**src/rtl/axi_ddr_burst_master.sv**
```systemverilog
// Single-burst AXI4 master: one command becomes one INCR burst on AW/W/B or AR/R,
// with local write/read beat streams passed straight through to the AXI data channels.
module axi_ddr_burst_master #(
  parameter int C_S_AXI_ADDR_WIDTH = 32,
  parameter int C_S_AXI_DATA_WIDTH = 32,
  parameter int C_S_AXI_ID_WIDTH   = 1,
  parameter int C_AXI_ID           = 0
) (
  input  logic                          clk,
  input  logic                          aresetn,
  input  logic                          cmd_valid,
  output logic                          cmd_ready,
  input  logic                          cmd_write,
  input  logic [C_S_AXI_ADDR_WIDTH-1:0] cmd_addr,
  input  logic [7:0]                    cmd_len,
  input  logic [C_S_AXI_DATA_WIDTH-1:0] wr_data,
  input  logic                          wr_valid,
  output logic                          wr_ready,
  output logic [C_S_AXI_DATA_WIDTH-1:0] rd_data,
  output logic                          rd_valid,
  input  logic                          rd_ready,
  output logic                          done,
  output logic                          err,
  output logic [C_S_AXI_ID_WIDTH-1:0]   m_axi_awid,
  output logic [C_S_AXI_ADDR_WIDTH-1:0] m_axi_awaddr,
  output logic [7:0]                    m_axi_awlen,
  output logic [2:0]                    m_axi_awsize,
  output logic [1:0]                    m_axi_awburst,
  output logic                          m_axi_awlock,
  output logic [3:0]                    m_axi_awcache,
  output logic [2:0]                    m_axi_awprot,
  output logic [3:0]                    m_axi_awqos,
  output logic                          m_axi_awvalid,
  input  logic                          m_axi_awready,
  output logic [C_S_AXI_DATA_WIDTH-1:0] m_axi_wdata,
  output logic [C_S_AXI_DATA_WIDTH/8-1:0] m_axi_wstrb,
  output logic                          m_axi_wlast,
  output logic                          m_axi_wvalid,
  input  logic                          m_axi_wready,
  input  logic [C_S_AXI_ID_WIDTH-1:0]   m_axi_bid,
  input  logic [1:0]                    m_axi_bresp,
  input  logic                          m_axi_bvalid,
  output logic                          m_axi_bready,
  output logic [C_S_AXI_ID_WIDTH-1:0]   m_axi_arid,
  output logic [C_S_AXI_ADDR_WIDTH-1:0] m_axi_araddr,
  output logic [7:0]                    m_axi_arlen,
  output logic [2:0]                    m_axi_arsize,
  output logic [1:0]                    m_axi_arburst,
  output logic                          m_axi_arlock,
  output logic [3:0]                    m_axi_arcache,
  output logic [2:0]                    m_axi_arprot,
  output logic [3:0]                    m_axi_arqos,
  output logic                          m_axi_arvalid,
  input  logic                          m_axi_arready,
  input  logic [C_S_AXI_ID_WIDTH-1:0]   m_axi_rid,
  input  logic [C_S_AXI_DATA_WIDTH-1:0] m_axi_rdata,
  input  logic [1:0]                    m_axi_rresp,
  input  logic                          m_axi_rlast,
  input  logic                          m_axi_rvalid,
  output logic                          m_axi_rready
);

  typedef enum logic [2:0] {S_IDLE, S_AW, S_W, S_B, S_AR, S_R, S_FIN} state_e;

  typedef struct packed {
    logic [C_S_AXI_ADDR_WIDTH-1:0] addr;
    logic [7:0]                    len;
  } cmd_t;

  state_e state_q;
  cmd_t   cmd_q;
  logic [7:0] cnt_q;
  logic   err_q;
  logic   axvalid_q;
  logic   live_q;

  logic [13:0] end_off;
  logic        cmd_bad, cmd_acc, w_beat, r_beat, beat_last;
  logic        unused_ids;

  // Burst end offset within its 4 KB page; exactly 4096 is still legal.
  assign end_off  = {2'b00, cmd_addr[11:0]} + {4'b0000, cmd_len, 2'b00} + 14'd4;
  assign cmd_bad  = (cmd_addr[1:0] != 2'b00) || (end_off > 14'd4096);
  assign cmd_acc  = cmd_valid && cmd_ready;
  assign beat_last = (cnt_q == cmd_q.len);
  assign w_beat   = (state_q == S_W) && wr_valid && m_axi_wready;
  assign r_beat   = (state_q == S_R) && m_axi_rvalid && rd_ready;
  assign unused_ids = ^{m_axi_bid, m_axi_rid};

  // live_q keeps cmd_ready low while reset is held and for the release edge.
  assign cmd_ready = live_q && (state_q == S_IDLE);
  assign done      = (state_q == S_FIN);
  assign err       = (state_q == S_FIN) && err_q;

  assign m_axi_awid    = C_S_AXI_ID_WIDTH'(C_AXI_ID);
  assign m_axi_awaddr  = cmd_q.addr;
  assign m_axi_awlen   = cmd_q.len;
  assign m_axi_awsize  = 3'b010;
  assign m_axi_awburst = 2'b01;
  assign m_axi_awlock  = 1'b0;
  assign m_axi_awcache = 4'b0011;
  assign m_axi_awprot  = 3'b000;
  assign m_axi_awqos   = 4'b0000;
  assign m_axi_awvalid = axvalid_q && (state_q == S_AW);

  assign m_axi_arid    = C_S_AXI_ID_WIDTH'(C_AXI_ID);
  assign m_axi_araddr  = cmd_q.addr;
  assign m_axi_arlen   = cmd_q.len;
  assign m_axi_arsize  = 3'b010;
  assign m_axi_arburst = 2'b01;
  assign m_axi_arlock  = 1'b0;
  assign m_axi_arcache = 4'b0011;
  assign m_axi_arprot  = 3'b000;
  assign m_axi_arqos   = 4'b0000;
  assign m_axi_arvalid = axvalid_q && (state_q == S_AR);

  assign m_axi_wdata  = wr_data;
  assign m_axi_wstrb  = '1;
  assign m_axi_wvalid = (state_q == S_W) && wr_valid;
  assign m_axi_wlast  = (state_q == S_W) && beat_last;
  assign wr_ready     = (state_q == S_W) && m_axi_wready;
  assign m_axi_bready = (state_q == S_B);

  assign rd_data      = m_axi_rdata;
  assign rd_valid     = (state_q == S_R) && m_axi_rvalid;
  assign m_axi_rready = (state_q == S_R) && rd_ready;

  always_ff @(posedge clk or negedge aresetn) begin
    if (!aresetn) begin
      state_q   <= S_IDLE;
      cmd_q     <= '0;
      cnt_q     <= '0;
      err_q     <= 1'b0;
      axvalid_q <= 1'b0;
      live_q    <= 1'b0;
    end else begin
      live_q <= 1'b1;
      case (state_q)
        S_IDLE: if (cmd_acc) begin
          cmd_q <= '{addr: cmd_addr, len: cmd_len};
          cnt_q <= '0;
          if (cmd_bad) begin
            err_q   <= 1'b1;
            state_q <= S_FIN;
          end else begin
            axvalid_q <= 1'b1;
            state_q   <= cmd_write ? S_AW : S_AR;
          end
        end
        S_AW: if (m_axi_awready) begin
          axvalid_q <= 1'b0;
          state_q   <= S_W;
        end
        S_W: if (w_beat) begin
          if (beat_last) begin
            cnt_q   <= '0;
            state_q <= S_B;
          end else begin
            cnt_q <= cnt_q + 8'd1;
          end
        end
        S_B: if (m_axi_bvalid) begin
          if (m_axi_bresp != 2'b00) err_q <= 1'b1;
          state_q <= S_FIN;
        end
        S_AR: if (m_axi_arready) begin
          axvalid_q <= 1'b0;
          state_q   <= S_R;
        end
        S_R: if (r_beat) begin
          // Bad response or rlast out of place with the expected count both fail the command.
          if ((m_axi_rresp != 2'b00) || (m_axi_rlast != beat_last)) err_q <= 1'b1;
          if (m_axi_rlast || beat_last) begin
            cnt_q   <= '0;
            state_q <= S_FIN;
          end else begin
            cnt_q <= cnt_q + 8'd1;
          end
        end
        S_FIN: begin
          err_q   <= 1'b0;
          state_q <= S_IDLE;
        end
        default: state_q <= S_IDLE;
      endcase
    end
  end

endmodule

```
**config.mk**
```make
export PLATFORM = sky130hd
export DESIGN_NAME = axi_ddr_burst_master
export DESIGN_NICKNAME = d
export VERILOG_FILES = /design/src/rtl/axi_ddr_burst_master.sv
export SDC_FILE = /design/constraint.sdc
export NUM_CORES = 1
export LEC_CHECK = 0
export BUFFER_PORTS_ARGS = -buffer_cell sky130_fd_sc_hd__buf_2
export CORE_ASPECT_RATIO = 2
export CORE_MARGIN = 8
export CORE_UTILIZATION = 30
export DETAILED_ROUTE_END_ITERATION = 10
export PLACE_DENSITY = 0.68
export SKIP_CTS_REPAIR_TIMING = 1
export SLEW_MARGIN = 15
export SYNTH_ARGS = -nofsm -noshare
export SYNTH_HDL_FRONTEND = slang
export SYNTH_SLANG_ARGS = --single-unit
```
**constraint.sdc**
```tcl
create_clock -name clk -period 2.6 [get_ports clk]
set_clock_uncertainty 0.05 [all_clocks]
set_input_delay 0.13 -clock clk [delete_from_list [all_inputs] [get_ports clk]]
set_output_delay 0.13 -clock clk [all_outputs]
set_load 0.05 [all_outputs]
```
Yosys cells after proc, flatten, opt, wreduce, memory -nomap -nowiden
Cells that the tools add are included.
- register bits after elaboration: 54
- output and inout bits: 195
- word-level logic and storage cells: 87
- $add $sub $neg: 3
- order comparisons: 1
- equal/unequal tests: 20
- muxes and demuxes: 29
- reductions and logical operators: 27
- operators by type and width (cell ; number):
    8-bit 2-to-1 mux ; 5
    3-bit 2-to-1 mux ; 10
    8-bit one-hot mux with 3 select lines ; 1
    2-bit != test (second input constant) ; 9
    3-bit one-hot mux with 6 select lines ; 1
    13-bit by 3-bit adder with 14-bit output (second input constant) ; 1
    14-bit by 13-bit > comparator with 1-bit output (second input constant) ; 1
    12-bit by 10-bit adder with 13-bit output ; 1
    1-bit logical AND ; 12
    1-bit 2-to-1 mux ; 10
    3-bit equality test (second input constant) ; 3
    8-bit by 1-bit adder with 8-bit output (second input constant) ; 1
    8-bit equality test ; 1
    8-bit AND reduction ; 1
    7-bit AND reduction ; 1
    3-bit by 2-bit equality test with 1-bit output (second input constant) ; 2
    2-bit by 1-bit != test with 1-bit output (second input constant) ; 3
    2-bit nonzero test ; 3
    3-bit nonzero test ; 2
    5-bit AND reduction ; 1
    1-bit one-hot mux with 4 select lines ; 1
    4-bit AND reduction ; 1
    4-bit nonzero test ; 1
    3-bit by 1-bit equality test with 1-bit output (second input constant) ; 1
    other kinds (5) ; 7

Depth between registers and ports, before layout
- depth in word-level cells: 7
- gate-level depth with buffers: 12

Worst setup path after synthesis
OpenSTA, ideal clock, no wires.
- path type: register -> output
- start: register state_q[1]
- end: output port m_axi_awvalid
- arrival: 2239 ps
- data required time: 2420 ps
- slack: 181 ps
- stages on the path, launching flop included: 3
- buffers on the path: 1
- path through: dfrtp_1 -> buf_2 -> nor4b_1
- longest elaborated chain between the ends: 2
- RTL lines (element ; line ; RTL):
    start: declaration ; 70 ; state_e state_q;
    start signal: assignment ; 147 ; state_q <= cmd_write ? S_AW : S_AR;
    3-bit by 1-bit equality test with 1-bit output ; 104 ; assign m_axi_awvalid = axvalid_q && (state_q == S_AW);
    1-bit logical AND ; 104 ;
    end: declaration ; 33 ; output logic m_axi_awvalid,
Every way passes these cells.

Final worst setup path
- start: input port cmd_addr[3]
- end: register err_q
- longest elaborated chain between the ends: 6
- RTL lines (element ; line ; RTL):
    start: declaration ; 14 ; input logic [C_S_AXI_ADDR_WIDTH-1:0] cmd_addr,
    12-bit by 10-bit adder with 13-bit output ; 82 ; assign end_off = {2'b00, cmd_addr[11:0]} + {4'b0000, cmd_len, 2'b00} + 14'd4;
    13-bit by 3-bit adder with 14-bit output ; 82 ;
    14-bit by 13-bit > comparator with 1-bit output ; 83 ; assign cmd_bad = (cmd_addr[1:0] != 2'b00) || (end_off > 14'd4096);
    1-bit logical OR ; 83 ;
    2-bit != test (no source line) ; - ;
    7-bit AND reduction (no source line) ; - ;
    end signal: assignment ; 133 ; err_q <= 1'b0;
    end signal: assignment ; 143 ; err_q <= 1'b1;
    end signal: assignment ; 163 ; if (m_axi_bresp != 2'b00) err_q <= 1'b1;
    end: declaration ; 73 ; logic err_q;
Every way passes these cells.
A chain may end at the register's enable or synchronous reset.

==> impl_metrics.py <==
metrics = {
    "finish": {
        "utilization": 0.319,
        "fin_cells": 634,
        "drive_gt1_frac": 0.451,
        "area_growth_pct": 4.75,
        "multi_input_area_um2": 1820,
        "fillers": 1441,
        "stdcell_area_um2": 4390,
        "ff_latch_area_um2": 1350,
        "nets": 617,
        "n_antenna_cell": 0,
    },
    "worst_setup_path": {
        "cp-startpoint": "cmd_addr[3]",
        "cp-end-kind": "register",
        "endpoint": "err_q",
        "max_stage_delay_ps": 470,
        "crit_cells": 11,
        "worstPathCellList": "buf_2, ha_1, ha_1, inv_1, fa_1, nand2_1, nor4_1, o21ai_0, a2111oi_4, a41oi_2, o31a_1",
        "crit_family": "compound AO/OA/AOI/OAI gates",
        "crit_slowest_cell": "fa_1",
        "cp.required_ps": 2730,
        "rrSetupSlack_ps": 240,
        "worstRegToRegCells": 7,
        "crit_buf_inv": 2,
        "arrival_ps": 2510,
        "crit_top_cell": "ha_1",
        "rr_startpoint": "m_axi_arlen[1]",
        "worstReg2RegEnd": "cnt_q[0]",
        "worst-setup-path-type": "in -> reg",
        "cp_max_fo": 3,
        "startpoint_type": "primary input",
    },
    "cts": {
        "insertion_delay_ps": 300,
        "cts.clk_slew.worst_paths_ps": 80,
        "cts_htree_levels": 2,
        "cts_buffer_depth": 2,
        "cts_num_sinks": 54,
        "cts_made_buffers": 5,
        "cts_root_buf": "clkbuf_16",
        "cts_tree": "yes",
    },
    "power_and_ir_drop": {
        "p_sw_frac": 0.601,
        "power_frac_seq": 0.237,
        "p_leak_nw": 2.23,
        "p_int_mw": 2.64,
        "peakVddDrop_mv": 1.06,
        "pwr-share-clk": 0.103,
        "power.density_nw_per_um2": 1510,
        "comb_power_share": 0.660,
        "switching_power_mw": 3.99,
    },
    "sta": {
        "setup_ws_ps": 219,
        "tightest_slew_ps": 572,
        "hold_violations": 0,
        "min_period_over_period": 0.916,
        "relSlewSlack": 0.619,
        "fin_tns_setup_ps": 0,
        "rsz0062_at_grt": "false",
        "max_freq_mhz": 420,
        "setup_violations": 0,
        "period_needed_ps": 2380,
        "final_max_slew_viol_count": 0,
    },
    "status": {
        "outcome": "completed",
    },
    "logic_synthesis": {
        "synth.avg_cell_area_um2": 9.78,
        "synth_area_leaders": "dfrtp_1 (32%), buf_4 (26%), mux2_2 (11%)",
        "yosysSeqAreaShare": 0.323,
        "syn_inst": 428,
        "synth_compound_area_frac": 0.0900,
        "ys_ff_latch": 54,
        "synth_top_area_cell": "dfrtp_1",
        "synth-simple-area-share": 0.0986,
        "async_reset_ff_frac": 1.00,
        "synth_edf_count": 0,
        "synth_top_area_frac": 0.323,
        "yosysMostFrequentCell": "buf_4",
        "synth_warnings": 0,
        "synthAdderAreaFrac": 0.0586,
        "synth_cell_types": 52,
        "synth.area.mux_share": 0.113,
        "synth_xor_area_frac": 0.0335,
        "synth-main-ff-cell": "dfrtp_1",
        "syn_area_um2": 4190,
        "synth_top_family_by_area": "buffers and inverters",
        "synth_common_cells": "buf_4 (144), dfrtp_1 (54), mux2_2 (42)",
    },
    "global_route": {
        "grt_use_met1": 0.121,
        "top_usage_layer": "met2",
        "grt_pass1_vias": 3079,
        "antenna_found_initial": 0,
        "gr-usage-met3": 0.0486,
        "gr-total-overflow": 0,
        "grt_max_degree": 41,
        "grt_pass1_wl_um": 15400,
        "use_met2": 0.161,
        "grt.total_usage": 0.103,
    },
    "floorplanning": {
        "die_y_um": 183,
        "die_w_um": 99.5,
        "core_um2": 13700,
        "ios": 317,
        "start_util": 0.305,
        "placementRows": 61,
        "dieArea_um2": 18200,
    },
    "drt": {
        "drt-vias-per-instance": 4.74,
        "drtIter0Drc": 91,
        "wl_um": 9990,
        "firstDrtPassIters": 4,
        "dr_total_vias": 3007,
        "drc_errors": 0,
        "wire_per_inst_um": 15.8,
        "postRouteAntennaNets": 0,
    },
    "min_path": {
        "hold_path.class": "in -> reg",
    },
    "placed_design": {
        "gp_congestion": 0.853,
        "placed_cell_area_um2": 4220,
        "dp.cells": 625,
        "place_ws_ps": -103,
        "post-dp-hpwl_um": 8290,
        "io_buffers": 146,
    },
    "job": {
        "maxCapViolCount": 0,
    },
}
kinds of logic after synthesis:
family / after synthesis
buf+inv: 168
simple gates: 79
compound gates: 48
flops: 54
fa+ha+maj: 19
xor+xnor: 16
mux: 42
other cells: 2
cells in the final DEF, fill, tap and decap left out, drive strengths merged, types with 3 or more instances in the layout:
| cell type | count |
|---|---|
| a21o | 3 |
| nor2 | 18 |
| inv | 15 |
| xnor2 | 6 |
| ha | 18 |
| clkbuf | 5 |
| o21bai | 3 |
| a22o | 3 |
| or2 | 3 |
| nor3 | 10 |
| a22oi | 3 |
| o31ai | 4 |
| and2 | 5 |
| a2bb2oi | 3 |
| nor4 | 4 |
| a21oi | 6 |
| nand2 | 16 |
| o21ai | 7 |
| nor2b | 7 |
| nand3 | 4 |
| mux2 | 42 |
| dfrtp | 54 |
| buf | 155 |
| conb | 41 |
| xor2 | 10 |
| and3 | 5 |
power by group through the flow:
| stage | sequential [mW] | combinational (mW) | clock (mW) |
|---|---|---|---|
| after CTS | 1.58 | 4.41 | 0.725 |
| final | 1.57 | 4.38 | 0.685 |
| after global placement | 1.57 | 4.38 | 0 |
| after floorplan | 2.58 | 3.11 | 0 |
| after detailed placement | 1.59 | 4.40 | 0 |
| after global routing | 1.64 | 4.58 | 0.755 |
registers in the layout, indices dropped and copies added (netlist names):
signal and flops:
m_axi_araddr 32, cnt_q 8, err_q 1, m_axi_arlen 8
axvalid_q 1, state_q 3, live_q 1
cell type report:
type,count,share of cell area
sequential,54,0.308
timing repair buffer,156,0.187
tap,157,0.0448
inverter,14,0.0120
clock inverter,3,0.00542
multi-input combinational,245,0.414
clock buffer,5,0.0285
worst register-to-register path: stages (launching register included):
cell and delay (ps):
dfrtp_1 450, xor2_1 170, nor4_1 310, nand2_1 210, ha_1 280, a32oi_1 340
nor2_1 140, mux2_2 290
worst min-delay path by stage:
stage            startpoint               end  cells after the start
3_3_place_gp        aresetn    m_axi_arlen[2]                      1
2_1_floorplan       aresetn         axvalid_q                      0
6_report       cmd_addr[12]  m_axi_araddr[12]                      2
4_1_cts             aresetn    m_axi_arlen[0]                      1
5_1_grt        cmd_addr[30]  m_axi_araddr[30]                      2
3_5_place_dp        aresetn    m_axi_arlen[0]                      1
layer usage:
layer | wire (um) | part of all wire
met1 | 4180 | 0.42
met2 | 4350 | 0.44
met3 | 1260 | 0.13
met4 | 204 | 0.020
met5 | 0 | 0
metrics by stage:
stage / total power [mW] / hold slack (ps)
floorplan: 5.69 / -216
global placement: 5.95 / 40.0
detailed placement: 5.99 / 48.2
CTS: 6.71 / -285
global route: 6.97 / 4.93
finish: 6.64 / 7.91
Power figures use the tool's default switching activity.
